===== src/rtl/fetch_ctrl_pkg.sv =====
// Shared CPU definitions for the fetch front end: widths, FSM encoding and the
// {pc,instr} entry carried through the fetch queue.
package fetch_ctrl_pkg;

    localparam int WORD_W = 16;
    localparam int ADDR_W = 16;

    localparam logic [WORD_W-1:0] HALT_WORD_DEF = 16'hFFFF;

    typedef enum logic [1:0] {
        ST_IDLE   = 2'd0,
        ST_FETCH  = 2'd1,
        ST_HALTED = 2'd2
    } fetch_state_e;

    typedef struct packed {
        logic [ADDR_W-1:0] pc;
        logic [WORD_W-1:0] instr;
    } fetch_ent_t;

    localparam int ENT_W = $bits(fetch_ent_t);

    function automatic logic [ADDR_W-1:0] pc_next(input logic [ADDR_W-1:0] pc);
        return pc + ADDR_W'(1);
    endfunction

endpackage


===== src/rtl/fetch_fifo.sv =====
// Small circular queue holding fetched {pc,instr} entries; flush empties it
// in one edge and takes priority over push/pop.
module fetch_fifo #(
    parameter int DEPTH = 2,
    parameter int WIDTH = 32
) (
    input  logic             clk,
    input  logic             rst_n,
    input  logic             flush,
    input  logic             push,
    input  logic [WIDTH-1:0] push_data,
    input  logic             pop,
    output logic [WIDTH-1:0] head,
    output logic             empty,
    output logic             full
);

    localparam int PW = (DEPTH > 1) ? $clog2(DEPTH) : 1;
    localparam int CW = $clog2(DEPTH + 1);

    logic [DEPTH-1:0][WIDTH-1:0] mem;
    logic [PW-1:0]               rd_ptr;
    logic [PW-1:0]               wr_ptr;
    logic [CW-1:0]               cnt;
    logic                        do_push;
    logic                        do_pop;

    assign empty   = (cnt == '0);
    assign full    = (cnt == CW'(DEPTH));
    assign do_pop  = pop && !empty;
    assign do_push = push && (!full || do_pop);
    assign head    = mem[rd_ptr];

    function automatic logic [PW-1:0] ptr_inc(input logic [PW-1:0] p);
        return (p == PW'(DEPTH - 1)) ? '0 : p + PW'(1);
    endfunction

    always_ff @(posedge clk or negedge rst_n) begin
        if (!rst_n) begin
            mem    <= '0;
            rd_ptr <= '0;
            wr_ptr <= '0;
            cnt    <= '0;
        end else if (flush) begin
            rd_ptr <= '0;
            wr_ptr <= '0;
            cnt    <= '0;
        end else begin
            if (do_push) begin
                mem[wr_ptr] <= push_data;
                wr_ptr      <= ptr_inc(wr_ptr);
            end
            if (do_pop)
                rd_ptr <= ptr_inc(rd_ptr);
            unique case ({do_push, do_pop})
                2'b10:   cnt <= cnt + CW'(1);
                2'b01:   cnt <= cnt - CW'(1);
                default: cnt <= cnt;
            endcase
        end
    end

endmodule


===== src/rtl/fetch_ctrl.sv =====
// Instruction fetch controller: walks the PC through a combinational
// instruction memory, queues {pc,instr} for decode, stops on HALT_WORD.
module fetch_ctrl
    import fetch_ctrl_pkg::*;
#(
    parameter logic [ADDR_W-1:0] RESET_PC  = 16'h0000,
    parameter logic [WORD_W-1:0] HALT_WORD = HALT_WORD_DEF
) (
    input  logic              clk,
    input  logic              rst_n,
    input  logic              start,
    output logic [ADDR_W-1:0] imem_addr,
    input  logic [WORD_W-1:0] imem_data,
    input  logic              redirect_valid,
    input  logic [ADDR_W-1:0] redirect_addr,
    output logic              instr_valid,
    input  logic              instr_ready,
    output logic [WORD_W-1:0] instr,
    output logic [ADDR_W-1:0] instr_pc,
    output logic              halted
);

    fetch_state_e      state, state_nxt;
    logic [ADDR_W-1:0] pc;
    logic              fetch_en;
    logic              redir;
    logic              pop_req;
    logic              push_req;
    logic              is_halt;
    logic              fifo_empty;
    logic              fifo_full;
    fetch_ent_t        push_ent;
    fetch_ent_t        head_ent;

    // Redirects only matter once fetch has been started.
    assign redir    = redirect_valid && (state != ST_IDLE);
    assign pop_req  = instr_valid && instr_ready && !redir;
    assign push_req = fetch_en && !redir && (!fifo_full || pop_req);
    assign is_halt  = (imem_data == HALT_WORD);

    assign push_ent    = '{pc: pc, instr: imem_data};
    assign imem_addr   = pc;
    assign instr_valid = !fifo_empty;
    assign instr       = head_ent.instr;
    assign instr_pc    = head_ent.pc;

    always_ff @(posedge clk or negedge rst_n) begin
        if (!rst_n)
            state <= ST_IDLE;
        else
            state <= state_nxt;
    end

    always_comb begin
        state_nxt = state;
        unique case (state)
            ST_IDLE:   if (start) state_nxt = ST_FETCH;
            ST_FETCH: begin
                if (redir)
                    state_nxt = ST_FETCH;
                else if (push_req && is_halt)
                    state_nxt = ST_HALTED;
            end
            ST_HALTED: if (redir) state_nxt = ST_FETCH;
            default:   state_nxt = ST_IDLE;
        endcase
    end

    always_comb begin
        fetch_en = 1'b0;
        halted   = 1'b0;
        unique case (state)
            ST_FETCH:  fetch_en = 1'b1;
            ST_HALTED: halted   = 1'b1;
            default: ;
        endcase
    end

    // A halt word is queued but the PC stays parked on it.
    always_ff @(posedge clk or negedge rst_n) begin
        if (!rst_n)
            pc <= RESET_PC;
        else if (redir)
            pc <= redirect_addr;
        else if (push_req && !is_halt)
            pc <= pc_next(pc);
    end

    fetch_fifo #(
        .DEPTH (2),
        .WIDTH (ENT_W)
    ) u_fifo (
        .clk       (clk),
        .rst_n     (rst_n),
        .flush     (redir),
        .push      (push_req),
        .push_data (push_ent),
        .pop       (pop_req),
        .head      (head_ent),
        .empty     (fifo_empty),
        .full      (fifo_full)
    );

endmodule


===== config.mk =====
export PLATFORM = sky130hd
export DESIGN_NAME = fetch_ctrl
export DESIGN_NICKNAME = d
export VERILOG_FILES = /design/src/rtl/fetch_ctrl_pkg.sv /design/src/rtl/fetch_fifo.sv /design/src/rtl/fetch_ctrl.sv
export SDC_FILE = /design/constraint.sdc
export NUM_CORES = 1
export LEC_CHECK = 0
export CAP_MARGIN = 30
export CORE_MARGIN = 2
export CORE_UTILIZATION = 51
export CTS_BUF_LIST = sky130_fd_sc_hd__clkbuf_16
export CTS_CLUSTER_DIAMETER = 40
export DETAILED_ROUTE_END_ITERATION = 7
export HOLD_SLACK_MARGIN = 0.15
export PLACE_DENSITY = 0.81
export REMOVE_ABC_BUFFERS = 1
export SETUP_SLACK_MARGIN = 0.3
export SLEW_MARGIN = 20
export SYNTH_ARGS = -nofsm -noshare
export SYNTH_HDL_FRONTEND = slang
export SYNTH_SLANG_ARGS = --single-unit

===== constraint.sdc =====
create_clock -name clk -period 2.2 [get_ports clk]
set_input_delay 0.44 -clock clk [delete_from_list [all_inputs] [get_ports clk]]
set_output_delay 0.44 -clock clk [all_outputs]
set_load 0.05 [all_outputs]

=== Yosys cells after proc, flatten, opt, wreduce, memory -nomap -nowiden ===
Cells that the tools add are included.
Widths: inputs -> output; s select.

* Register bits: 86
* Bits of input ports: 37
* Output and inout port bits: 50

* $add $sub $neg: 5
* Order comparisons: 3
* Equality and inequality tests: 9
* Mux-type cells: 22
* Bitwise gates (word level): 1
* Reductions and logical operators: 25

{| class="wikitable"
|+ Operators by type and width
! operator !! number
|-
| $mux 32 || 3
|-
| $bwmux 64 || 1
|-
| $demux 32 s1 || 1
|-
| $mux 16 || 2
|-
| $add 16x1->16 const B || 1
|-
| $eq 16x16->1 const B || 1
|-
| $logic_and 1x1->1 || 10
|-
| $mux 2 || 5
|-
| $mux 1 || 8
|-
| $reduce_bool 2->1 || 4
|-
| $eq 2x2->1 const B || 3
|-
| $pmux 2 s3 || 1
|-
| $eq 2x1->1 const B || 2
|-
| $logic_not 1->1 || 4
|-
| $logic_not 2->1 || 2
|-
| $lt 1x2->1 const B || 2
|-
| $ne 2x2->1 const B || 2
|-
| $pmux 2 s2 || 1
|-
| $ne 3x3->1 const B || 1
|-
| $reduce_and 3->1 || 1
|-
| $reduce_bool 3->1 || 1
|-
| $add 1x1->1 const B || 2
|-
| $add 2x1->2 const B || 1
|-
| $logic_or 1x1->1 || 2
|-
| 4 further kinds || 4
|}

=== Longest topological paths before layout ===
Gate-level depths: netlist of run 1.

* Depth in word-level cells: 10
* Mapped depth: 6
* Gate-level depth less buffers: 5

=== Modules after synthesis ===
From an unflattened synthesis of run 1, not the netlist that was laid out.

* Cell total of the unflattened synthesis: 320
* Area, all modules: 4201.5 um^2

{| class="wikitable"
|+ Modules (own cells, without submodules)
! module !! instances !! cells an instance !! area an instance (um^2)
|-
| fetch_fifo || 1 || 196 || 3126.7
|-
| fetch_ctrl || 1 || 124 || 1074.8
|}

=== Worst setup path before layout of run 1 ===
Ideal clock, no wire load.

* Kind: input to register
* Start: input redirect_valid
* End: register u_fifo.mem[50] (netlist name)
* Library setup time: 0.127 ns
* Arrival: 1.812 ns
* Data required time: 2.073 ns
* Setup slack: 0.260 ns
* Stages on the path: 6
* Path buffers: 2
* Path through: clkbuf_2 -> or3b_2 -> a21oi_4 -> nand2_2 -> buf_6 -> mux2_1

* Cells in the longest elaborated chain, start to end: 7
* Elaborated cells between the ends (all ways): 11
* Those cells by class: bitwise (1); reduce/logical (10)

{| class="wikitable"
|+ RTL lines
! item !! line !! source
|-
| start, declared || fetch_ctrl.sv:14 || <nowiki>input logic redirect_valid,</nowiki>
|-
| $logic_and 1x1->1 * || fetch_ctrl.sv:36 || <nowiki>assign redir = redirect_valid && (state != ST_IDLE);</nowiki>
|-
| $logic_not 1->1 || fetch_ctrl.sv:37, fetch_ctrl.sv:38 ||
|-
| $logic_and 1x1->1 || fetch_ctrl.sv:37 || <nowiki>assign pop_req = instr_valid && instr_ready && !redir;</nowiki>
|-
| $logic_or 1x1->1 or $logic_and 1x1->1 (tied branches) || fetch_ctrl.sv:38, fetch_fifo.sv:30 ||
|-
| $logic_and 1x1->1 or $logic_or 1x1->1 (tied branches) || fetch_ctrl.sv:38, fetch_fifo.sv:31 ||
|-
| $logic_and 1x1->1 || fetch_fifo.sv:31 || <nowiki>assign do_push = push && (!full || do_pop);</nowiki>
|-
| $reduce_and 2->1 (no source line) * || - ||
|-
| end signal, assigned by index || fetch_fifo.sv:50 || <nowiki>mem[wr_ptr] <= push_data;</nowiki>
|-
| end, declared || fetch_fifo.sv:21 || <nowiki>logic [DEPTH-1:0][WIDTH-1:0] mem;</nowiki>
|}

Mark *: on every way between the ends. The rest lies on a longest branch, timed or not.
A chain may end at the register's enable or synchronous reset.

=== Worst setup path after layout of run 1 ===
* Start: register u_fifo.rd_ptr
* End: output instr[10]

* Cells in the longest elaborated chain, start to end: 2

{| class="wikitable"
|+ RTL lines
! item !! line !! source
|-
| start, declared || fetch_fifo.sv:22 || <nowiki>logic [PW-1:0] rd_ptr;</nowiki>
|-
| start signal, assigned || fetch_fifo.sv:54 || <nowiki>rd_ptr <= ptr_inc(rd_ptr);</nowiki>
|-
| $mux 32 (not written as such) (2 in a row) || fetch_fifo.sv:32 || <nowiki>assign head = mem[rd_ptr];</nowiki>
|-
| end, declared || fetch_ctrl.sv:18 || <nowiki>output logic [WORD_W-1:0] instr,</nowiki>
|}

No other way between the ends. The select of a mux whose other input is x is not followed.

==> flow_summary.json, run 1 <==
{
  "run_status": "finished, final reports clean",
  "met1_usage_pct": 31.2,
  "worst-path-max-fanout": 6,
  "hold_slack_ns": 0.411,
  "unrepaired_setup_endpoints_after_global_routing": "yes",
  "yosysWarningCount": 0,
  "r2r_setup_slk_ns": 0.33,
  "intPower_mw": 4.40,
  "fp.dieH_microns": 94.9,
  "syn-mean-instance-area_sq_um": 12.6,
  "crit-reg2reg-capture": "u_fifo.mem[50]",
  "synth_area_sq_um": 4220,
  "max_cap_viols": 0,
  "grt_most_used_layer": "met2",
  "hold_path_depth": 2,
  "grt_overflow_total": 0,
  "ff_latch_area_sq_um": 2150,
  "post_layout_nonfiller_instances": 553,
  "grt_first_pass_wirelength_microns": 16600,
  "cts_buffer_depth": 2,
  "grt_use_met2_pct": 41.3,
  "worst_slew_pin_slew_ns": 0.602,
  "final_net_count": 481,
  "areaGrowthSynthToFinish_pct": 47.3,
  "clockRootBuffer": "clkbuf_16",
  "endpoint_kind": "output pin",
  "clkLatencyLatePin_ns": 0.33,
  "num_vias": 3341,
  "synth-async-reset-ratio_pct": 100,
  "max_freq_mhz": 504,
  "most_used_flip_flop_cell_after_synthesis": "dfrtp_1",
  "initialDrtViolationCount": 201,
  "cts_tree": "done",
  "hold_fails_final_rpt": 0,
  "number_of_cells_in_the_design_after_placement": 528,
  "final_design_area_no_fill_sq_um": 6210,
  "clock_sinks": 86,
  "p_sw_mw": 2.26,
  "fin_crit_sh_pct": 90.2,
  "sw_frac_of_total_pct": 34.0,
  "wl_per_cell_microns": 20.2,
  "slew_violations": 0,
  "numPortBuffers": 86,
  "power_frac_clock_pct": 24.0,
  "groute.layer.met3.usage_pct": 5.83,
  "cts_made_buffers": 9,
  "final.setup_skew_ns": 0.00605,
  "drc": 0,
  "clkTransAtPathRegs_ns": 0.06,
  "design.portCount": 87,
  "setup_tns_ns": 0,
  "antenna_left": 0,
  "postSynthCellCount": 336,
  "num_antenna_cells": 0,
  "final.fill_count": 487,
  "multiInputGateArea_sq_um": 2040,
  "type_of_the_most_critical_hold_path": "primary input to flop",
  "synth_edf_count": 0,
  "post_synth_num_cell_types": 44,
  "routabilityCongestion": 0.795,
  "worstHoldStart": "imem_data[2]",
  "row_count": 33,
  "die_ar_sq_um": 9010,
  "die_width_microns": 94.9,
  "yosys_register_bits": 86,
  "gr-usage-all-layers_pct": 24.4,
  "final_period_minus_worst_setup_slack_ns": 1.99,
  "critical_path_arrival_ns": 1.55,
  "drtPass1Iterations": 5,
  "htreeDepth": 3,
  "power_frac_comb_pct": 42.4,
  "worst_r2r_startpoint": "state[1]",
  "drt-total-wl_microns": 11100,
  "core_region_area_sq_um": 8130,
  "part_of_the_yosys_area_used_for_sequential_elements_pct": 51.0,
  "finalSetupViolCount": 0,
  "max-vdd-ir-drop_v": 0.000498,
  "timing.reg2reg.worst_path_depth": 6,
  "floorplan.initialDensity_pct": 51.9,
  "grt_max_degree": 48,
  "hold_path_end": "u_fifo.mem[2]",
  "crit_path_start_kind": "flop",
  "initial_antenna_violation_count": 0,
  "place.detailed.hpwl_microns": 6600,
  "headroom_to_the_max_slew_limit_pct": 59.8,
  "required_ns": 1.76,
  "layout-drive-gt1-share_pct": 42.6,
  "power.density_cell_area_nw_per_um2": 1070,
  "vias_per_cell": 6.04,
  "power_leakage_nw": 2.69,
  "p_seq_share_pct": 33.7,
  "via_count_of_the_first_global_routing_pass": 3315,
  "path_class": "flop to output pin",
  "placed_cell_area_sq_um": 5610
}
## flip-flops by register name, indices dropped and copies added, names as in the netlist
| signal | flops |
|---|---|
| u_fifo.cnt | 2 |
| state | 2 |
| u_fifo.wr_ptr | 1 |
| u_fifo.rd_ptr | 1 |
| u_fifo.mem | 64 |
| imem_addr | 16 |
## repair_timing
| action | 4_1_cts | 5_1_grt |
|---|---|---|
| resized for setup | 29 | 38 |
| endpoints found under the hold margin | 39 | 0 |
| hold buffers | 1 | 0 |
| pin swaps | 1 | 9 |
| cloned | 2 | 3 |
| endpoints found under the setup margin | 111 | 68 |
| setup buffers | 1 | 2 |
## power by group through the flow
stage                     clock (mW)  combinational, mW  sequential, mW
final                           1.60               2.82            2.24
after global routing            1.70               2.94            2.29
after CTS                       1.61               2.73            2.22
after detailed placement           0               2.71            2.24
after global placement             0               2.66            2.20
after floorplan                    0               1.43            2.30
## critical path, stage by stage, from the launching register on
cell       delay [ns]
dfrtp_2          0.44
buf_6            0.14
clkbuf_16        0.16
mux2_4           0.32
buf_12           0.15
## through the flow
step,util (%),power [mW],worst slack [ns]
floorplan,-,3.72,-0.684
global placement,69.0,4.86,-0.306
detailed placement,69.0,4.95,-0.370
CTS,73.7,6.57,0.176
global route,76.4,6.94,0.197
finish,76.4,6.66,0.215
## layer usage
layer / vias to the layer above / routed length [microns] / part of all wire, %
met3: 26 / 826 / 7.4
met2: 158 / 5680 / 51
met1: 1689 / 4470 / 40
li1: 1468 / - / -
met4: 0 / 160 / 1.4
met5: - / 0 / 0
## kinds of logic (layout without fill, tap and decap cells)
logic type / after synthesis / in the layout / synth area share, %
mux: 97 / 97 / 25.9
flops: 86 / 86 / 51.0
simple gates: 85 / 86 / 12.5
compound gates: 42 / 42 / 6.76
buf+inv: 23 / 134 / 3.14
xor+xnor: 2 / 2 / 0.415
fa+ha+maj: 1 / 1 / 0.297
## final cells by class
type	count	area share, %
clock buffers	9	3.63
multi-input cells	228	32.9
repair buffers	116	25.1
flip-flops and latches	86	34.7
clock inverters	7	1.45
well taps	105	2.12
inverters	2	0.121
## synthesized netlist by cell type, types with 4 or more instances
library cell / instances / area, sq um
or4_1: 13 / 97.6
o31ai_1: 10 / 75.1
nand2_1: 9 / 33.8
mux2_2: 96 / 1080
buf_6: 4 / 45.0
o21ai_0: 8 / 40.0
a31oi_1: 12 / 75.1
clkbuf_1: 10 / 37.5
nand3_1: 10 / 50.1
nand4_1: 7 / 43.8
and3_1: 5 / 31.3
and2_1: 4 / 25.0
dfrtp_1: 86 / 2150
nor2_1: 15 / 56.3
## worst max-delay path by stage
stage	from	to	slack [ns]
final	u_fifo.rd_ptr	instr[10]	0.21
after global placement	redirect_valid	u_fifo.mem[6]	-0.31
after global routing	u_fifo.rd_ptr	instr[10]	0.20
after floorplan	state[1]	u_fifo.mem[0]	-0.68
after detailed placement	redirect_valid	u_fifo.mem[24]	-0.37
after CTS	u_fifo.rd_ptr	instr[6]	0.18
## layout by cell type, fill, tap and decap left out, types with 10 or more instances in the layout
master           instances
dfrtp_1                 85
mux2_2                  82
buf_12                  37
clkdlybuf4s50_1         21
buf_4                   18
dlygate4sd2_1           17
mux2_4                  14
nor2_1                  14
dlymetal6s2s_1          13
or4_1                   12
clkbuf_16               12
a31oi_1                 11
o31ai_1                 10
Note: power is estimated with default switching activity, not from simulation.
==> run 2: changes to the inputs <==
Settings changed: CORE_MARGIN 2 to not set, CTS_CLUSTER_DIAMETER 40 to 60, SETUP_SLACK_MARGIN 0.3 to 0.4.
==> flow_summary.json, run 2 (synthesis results as in run 1) <==
{
  "run_status": "finished, final reports clean",
  "clkTransAtPathRegs_ns": 0.06,
  "row_count": 32,
  "die_width_microns": 92.9,
  "timing.reg2reg.worst_path_depth": 7,
  "areaGrowthSynthToFinish_pct": 51.7,
  "worst_slew_pin_slew_ns": 0.560,
  "initial_antenna_violation_count": 0,
  "hold_fails_final_rpt": 0,
  "worst-path-max-fanout": 4,
  "hold_slack_ns": 0.415,
  "num_antenna_cells": 0,
  "initialDrtViolationCount": 217,
  "finalCoreUtilization_pct": 81.6,
  "place_ws_ns": -0.136,
  "gr-usage-all-layers_pct": 26.8,
  "cts_made_buffers": 9,
  "final_net_count": 500,
  "vias_per_cell": 6.12,
  "clkLatencyLatePin_ns": 0.33,
  "type_of_the_most_critical_hold_path": "primary input to flop",
  "power_leakage_nw": 2.77,
  "num_vias": 3482,
  "crit_family": "flip-flops",
  "floorplan.initialDensity_pct": 53.7,
  "cts_tree": "done",
  "crit_path_start_kind": "flop",
  "critical_path.cell_chain": "buf_2 -> mux2_2 -> buf_12",
  "largest_register_ffs": 64,
  "die_ar_sq_um": 8640,
  "required_ns": 1.76,
  "crit_buf_inv": 2,
  "place.detailed.hpwl_microns": 6840,
  "most_common_cell_after_layout_fill_and_taps_aside": "mux2_2",
  "fp.dieH_microns": 92.9,
  "drc": 0,
  "max-vdd-ir-drop_v": 0.000653,
  "timing.final.ws_setup_ns": 0.249,
  "final_period_minus_worst_setup_slack_ns": 1.95,
  "r2r_setup_slk_ns": 0.32,
  "drtPass1Iterations": 5,
  "antenna_left": 0,
  "crit-reg2reg-capture": "imem_addr[7]",
  "max_freq_mhz": 513,
  "routabilityCongestion": 0.856,
  "fin_crit_sh_pct": 88.7,
  "numPortBuffers": 86,
  "max_cap_viols": 0,
  "hold_path_end": "u_fifo.mem[12]",
  "final.fill_count": 441,
  "cts_buffer_depth": 2,
  "via_count_of_the_first_global_routing_pass": 3423,
  "clock_sinks": 86,
  "design.portCount": 87,
  "finalPower_mw": 6.60,
  "worst_r2r_startpoint": "state[1]",
  "top_register": "u_fifo.mem",
  "path_class": "flop to output pin",
  "mostFrequentLayoutCells": "mux2_2 (90), dfrtp_1 (78), buf_12 (38), buf_4 (29), clkdlybuf4s50_1 (17)",
  "drt-total-wl_microns": 12300,
  "unrepaired_setup_endpoints_after_global_routing": "yes",
  "headroom_to_the_max_slew_limit_pct": 62.7,
  "grt_first_pass_wirelength_microns": 17500,
  "setup_tns_ns": 0,
  "core_region_area_sq_um": 7850,
  "slowest_stage": "dfrtp_2",
  "worstHoldStart": "imem_data[12]",
  "critical_path_arrival_ns": 1.51,
  "wl_per_cell_microns": 21.6,
  "endpoint_kind": "output pin",
  "layout-drive-gt1-share_pct": 51.8,
  "hold_path_depth": 2,
  "slew_violations": 0,
  "htreeDepth": 3,
  "final.setup_skew_ns": 0.00571,
  "grt_max_degree": 44,
  "grt_overflow_total": 0,
  "clockRootBuffer": "clkbuf_16",
  "critical-path-max-stage-delay_ns": 0.42,
  "power.density_cell_area_nw_per_um2": 1030,
  "finalSetupViolCount": 0
}
==> run 2: area by class of cell <==
class / instances / area, sq um / area share [%]
Inverter: 2 / 7.51 / 0.117
Sequential cell: 86 / 2160 / 33.8
Clock inverter: 7 / 66.3 / 1.04
Clock buffer: 9 / 225 / 3.52
Tap cell: 102 / 128 / 1.99
Multi-Input combinational cell: 227 / 2090 / 32.6
Timing Repair Buffer: 136 / 1720 / 26.9
==> run 2: worst max-delay path by stage <==
stage | from | endpoint | slack (ns) | cells after the start
after floorplan | state[1] | u_fifo.mem[0] | -0.68 | 4
after global placement | redirect_valid | u_fifo.mem[50] | -0.07 | 6
after detailed placement | redirect_valid | u_fifo.mem[11] | -0.14 | 8
after CTS | u_fifo.rd_ptr | instr[13] | 0.25 | 3
after global routing | u_fifo.rd_ptr | instr_pc[12] | 0.22 | 3
final | u_fifo.rd_ptr | instr_pc[12] | 0.25 | 3
==> run 2: report_power, final <==
part	internal, mW	leakage, nW	switching (mW)
Sequential	1.98	0.988	0.270
Clock	0.871	0.140	0.622
Combinational	1.43	1.64	1.42
==> run 2: through the flow <==
stage | cell area, sq um | instances
global placement | 5650 | 527
finish | 6400 | 569
floorplan | 4090 | 315
detailed placement | 5650 | 527
global route | 6400 | 569
CTS | 6150 | 558
==> run 2: layer usage <==
layer	global-route usage, %	routed length [microns]	share of wire, %
met3	5.91	748	6.1
met1	33.9	5010	41
met4	8.59	356	2.9
met5	0	0	0
met2	45.6	6160	50
==> run 2: what timing repair did <==
item / CTS / global route
gates resized for setup: 48 / 69
hold buffers: 1 / 0
hold endpoints to repair: 41 / 0
endpoints found under the setup margin: 128 / 96
pin swaps: 8 / 19
buffers inserted: 11 / 10
cloned: 3 / 1
